**config.mk**
```make
export PLATFORM = sky130hd
export DESIGN_NAME = cnt_led
export DESIGN_NICKNAME = d
export VERILOG_FILES = /design/src/rtl/cnt_led.sv
export SDC_FILE = /design/constraint.sdc
export NUM_CORES = 1
export LEC_CHECK = 0
export ABC_AREA = 1
export CAP_MARGIN = 20
export CORE_ASPECT_RATIO = 1.25
export CORE_UTILIZATION = 45
export DETAILED_ROUTE_END_ITERATION = 16
export SLEW_MARGIN = 0
export SYNTH_ARGS = -nofsm -noshare
export SYNTH_HDL_FRONTEND = slang
export SYNTH_SLANG_ARGS = --single-unit
export TNS_END_PERCENT = 20
```
**constraint.sdc**
```tcl
create_clock -name clk -period 1.9 [get_ports clk]
set_clock_uncertainty 0.15 [all_clocks]
set_input_delay 0.38 -clock clk [delete_from_list [all_inputs] [get_ports clk]]
set_output_delay 0.38 -clock clk [all_outputs]
set_load 0.02 [all_outputs]
```
**src/rtl/cnt_led.sv**
```systemverilog
// ============================================================================
// Module      : cnt_led
// Description : Free-running LED blinker; toggles led every CNT_MAX+1 clocks.
// Revision    : 1.0 - initial release
// ============================================================================
`default_nettype none

module cnt_led #(
    parameter int CLK_FREQ_HZ    = 50_000_000,
    parameter int HALF_PERIOD_MS = 500,
    parameter int CNT_MAX        = CLK_FREQ_HZ / 1000 * HALF_PERIOD_MS - 1
) (
    input  wire logic clk,
    input  wire logic rst_n,
    output logic      led
);

    // Width is derived from the terminal count; the guard keeps it legal
    // while the range check below reports an illegal CNT_MAX.
    localparam int CNT_W = (CNT_MAX < 1) ? 1 : $clog2(CNT_MAX + 1);
    localparam logic [CNT_W-1:0] C_CNT_MAX = CNT_W'(CNT_MAX);
    localparam logic [CNT_W-1:0] C_ONE     = CNT_W'(1);

    if (CNT_MAX < 1) begin : g_bad_cnt_max
        $error("cnt_led: CNT_MAX must be >= 1");
    end

    logic [CNT_W-1:0] r_cnt;
    logic             r_led;
    logic             w_tc;

    assign w_tc = (r_cnt == C_CNT_MAX);

    // Using >= also pulls any unreachable out-of-range value back to 0.
    always_ff @(posedge clk or negedge rst_n) begin
        if (!rst_n) begin
            r_cnt <= '0;
        end else if (r_cnt >= C_CNT_MAX) begin
            r_cnt <= '0;
        end else begin
            r_cnt <= r_cnt + C_ONE;
        end
    end

    always_ff @(posedge clk or negedge rst_n) begin
        if (!rst_n) begin
            r_led <= 1'b0;
        end else if (w_tc) begin
            r_led <= ~r_led;
        end
    end

    assign led = r_led;

endmodule

`default_nettype wire

```
== After elaboration in Yosys (flattened, before gate mapping) ==
Index checks and enable logic that the tools add are counted.

* Register bits: 26
* Bits of input ports: 2
* Output and inout bits: 1
* Logic and storage cells: 7

* Add/sub/neg operators: 1
* Magnitude comparators: 1
* Eq/ne operators: 1
* Muxes and demuxes: 1
* Bitwise logic cells: 1

{| class="wikitable"
|+ Operators with widths
! kind !! count
|-
| adder 25 x 1 -> 25 bit (second input constant) || 1
|-
| == test 25 bit (second input constant) || 1
|-
| greater-or-equal comparator 25 bit (second input constant) || 1
|-
| 2-to-1 mux 25 bit || 1
|-
| NOT 1 bit || 1
|}

== Depth between registers and ports, before layout ==
* Depth in word-level cells: 2
* Mapped depth: 9
* Depth with buffers taken out: 9

== Least setup slack after synthesis ==
Ideal clock, no wire load.

* Path kind: register -> register
* Start point: register r_cnt[0]
* End point: register r_cnt[12]
* Arrival: 1376 ps
* Setup slack: 254 ps
* Cell stages (with the launch flop): 10
* Buffers on the path: 1
* Cell sequence: dfrtp_1 -> ha_1 -> nand3_2 -> clkinv_2 -> nand3_2 -> nor2_2 -> nand2_2 -> nand3_4 -> buf_12 -> nor2_2

* Longest elaborated chain between the ends: 2
* Elaborated cells between the ends (all ways): 3
* Classes of those cells: add/sub (1); order compare (1); mux (1)

{| class="wikitable"
|+ Ends and longest elaborated chain
! item !! RTL line !! text
|-
| start: declaration || 28 || <nowiki>logic [CNT_W-1:0] r_cnt;</nowiki>
|-
| start signal: assignment || 41 || <nowiki>r_cnt <= r_cnt + C_ONE;</nowiki>
|-
| adder 25 x 1 -> 25 bit or greater-or-equal comparator 25 bit (tied branches) || 41, 38 ||
|-
| 2-to-1 mux 25 bit (*) || 38 || <nowiki>end else if (r_cnt >= C_CNT_MAX) begin</nowiki>
|}

Mark *: on every way between the ends. The rest lies on a longest branch, timed or not.
A chain may end at the register's enable or synchronous reset.

== Worst setup path in the final report ==
* Start point: register r_led (netlist: led)
* End point: output port led

{| class="wikitable"
|+ RTL lines
! item !! RTL line !! text
|-
| start: declaration || 29 || <nowiki>logic r_led;</nowiki>
|-
| start signal: assignment || 49 || <nowiki>r_led <= ~r_led;</nowiki>
|-
| end: declaration || 15 || <nowiki>output logic led</nowiki>
|}

No word-level cell between the ends.

==> flow_metrics.env <==
export IMPL_status="finished, violations left"
export IMPL_violations="design-rule violations"
export IMPL_fmax_mhz=560
export IMPL_drv_cap=0
export IMPL_synth_avg_cell_area_sq_um=7.55
export IMPL_synth_nets=228
export IMPL_grt_max_degree=27
export IMPL_total_power_uw=937
export IMPL_ys_top_cells_by_area="dfrtp_1 38%, nand2_1 13%, nor2_2 8.5%, nor2_1 8.2%, xor2_1 4.6%"
export IMPL_cts_buffers=3
export IMPL_synth_flop_cell="dfrtp_1"
export IMPL_place_hpwl_um=2720
export IMPL_clkSinkCount=26
export IMPL_setup_viol=0
export IMPL_clk_path_buf_depth=2
export IMPL_leakagePower_nw=0.747
export IMPL_layout_drive_gt1_share_pct=20.2
export IMPL_initial_core_util_pct=48.0
export IMPL_slowest_delay_ns=0.61
export IMPL_tightest_slew_ns=0.341
export IMPL_final_net_count=237
export IMPL_cts_root_buf="clkbuf_8"
export IMPL_tns_ns=0
export IMPL_cts_resized=0
export IMPL_antenna_left=0
export IMPL_rsz0062_at_grt="no"
export IMPL_wl_per_cell_um=13.0
export IMPL_holdBufCountCts=0
export IMPL_routed_via_density=4.97
export IMPL_fin_crit_sh_pct=94.0
export IMPL_dieHeight_um=70.7
export IMPL_cts_tree="yes"
export IMPL_post_synth_top_count_cell="nand2_1"
export IMPL_netlist_top_cells_count="60 x nand2_1, 37 x nor2_1, 26 x dfrtp_1, 23 x nor2_2, 19 x inv_1"
export IMPL_io_pins=3
export IMPL_synth_area_sq_um=1700
export IMPL_row_count=24
export IMPL_yosys_warnings=0
export IMPL_cts_htree_levels=1
export IMPL_dieArea_sq_um=4030
export IMPL_gp_congestion=0.835
export IMPL_max_slew_margin_rel_pct=77.3
export IMPL_hp_class="input port to asynchronous set/reset pin"
export IMPL_io_buffer_count=2
export IMPL_slowest_stage="clkdlybuf4s50_1"
export IMPL_routed_wl_um=3520
export IMPL_yosys_area_top_type_share_pct=38.3
export IMPL_min_period_ns=1.79
export IMPL_crit_type="flop to output pin"
export IMPL_cp_required_ns=1.37
export IMPL_num_vias=1353
export IMPL_grt_pass1_vias=1395
export IMPL_synth_edf_count=0
export IMPL_ys_seq_area_share_pct=38.3
export IMPL_grt_first_pass_wirelength_um=6230
export IMPL_drc=2
export IMPL_ir_drop_mv=0.355
export IMPL_cts_setup_buffers=0
export IMPL_power_density_nw_per_um2=510
export IMPL_antenna_found_initial=0
export IMPL_critical_path_buf_inv_count=1
export IMPL_syn2layout_area_growth_pct=8.17
export IMPL_postLayoutCellArea_sq_um=1840
export IMPL_crit_arrival_ns=1.26
export IMPL_drt_iter0_drc=51
export IMPL_startpoint_type="flop"
export IMPL_die_w_um=57.0
export IMPL_placed_area_sq_um=1780
export IMPL_core_area_sq_um=3540
export IMPL_clk_pin_slew_worst_paths_ns=0.09
export IMPL_insertion_delay_ns=0.28
export IMPL_ys_ff_latch=26
export IMPL_synthArstFlopShare_pct=100
export IMPL_slew_violations=0
export IMPL_diodes=0
export IMPL_critPathCaptureType="output pin"
export IMPL_path_cells="clkdlybuf4s50_1"
export IMPL_drt_pass1_iter_count=10
export IMPL_synth_distinct_cells=23
export IMPL_synth_largest_area_cell="dfrtp_1"
export IMPL_critPathTopFamily="buffers and inverters"
export IMPL_finalHoldViolations=0
export IMPL_grt_usage_pct=20.0
export IMPL_gr_total_overflow=0
export IMPL_synthCells=225
export IMPL_cp_max_fo=2
## layout by cell type (no fill, tap or decap)
cell type         n
nand2_1          60
nor2_1           37
dfrtp_1          26
nor2_2           23
inv_1            19
nand3_1          15
xor2_1            9
nand4_1           7
xnor2_1           6
nor2_4            4
nand2_2           4
clkbuf_8          4
nor3_1            2
nand3_2           2
clkdlybuf4s50_1   2
buf_4             2
buf_12            2
inv_2             1
a21oi_2           1
nor3_2            1
clkinv_2          1
nand3_4           1
nand2_4           1
o21ai_1           1
o21ai_0           1
ha_1              1
## stage by stage
stage          util (%)  setup WS, ns  hold WS (ns)  instances
2_1_floorplan         -         0.254       -0.0656        225
3_3_place_gp       50.3         0.216         0.310        268
3_5_place_dp       50.3         0.184         0.317        268
4_1_cts            51.9        0.0989         0.320        272
5_1_grt            51.9        0.0620         0.356        272
6_report           51.9         0.114         0.309        272
## path summary, 6_finish.rpt
check / end / cells after the start / from / slack (ns)
min in group clk: led / 1 / led / 0.32
min: r_cnt[13] / 2 / rst_n / 0.31
max reg2reg: r_cnt[3] / 9 / r_cnt[0] / 0.19
max in group asynchronous: r_cnt[21] / 2 / rst_n / 1.03
min reg2reg: led / 1 / led / 0.32
max: led / 1 / led / 0.11
## layer usage
metal,vias up,part of all wire (%),track usage (%),routed length (um)
li1,715,-,-,-
met4,0,1.7,7.32,59
met2,13,51,35.7,1800
met5,-,0,0,0
met3,5,2.0,2.19,69
met1,620,45,24.6,1590
## report_power, final
group / switching, mW / internal [mW] / total (mW)
sequential: 0 / 0.553 / 0.553
combinational: 0.0108 / 0.00314 / 0.0139
clock: 0.184 / 0.186 / 0.370
## logic make-up (layout without fill, tap and decap cells)
| kind of cell | after synthesis | after routing | share of synthesized area [%] |
|---|---|---|---|
| fa+ha+maj | 1 | 1 | 0.736 |
| compound gates | 3 | 3 | 1.10 |
| buf+inv | 23 | 31 | 7.07 |
| xor+xnor | 15 | 15 | 7.73 |
| flops | 26 | 26 | 38.3 |
| simple gates | 157 | 157 | 45.1 |
## layout make-up
class	count	area (sq um)
fill	387	1710
clock buffer	4	55.1
multi-input combinational	176	928
inverter	21	80.1
tap	39	48.8
sequential	26	651
timing repair buffer	6	75.1
## state kept, by name (all words and copies together), names as in the netlist
register and flops:
r_cnt 25, led 1
Note: power is estimated with default switching activity, not from simulation.
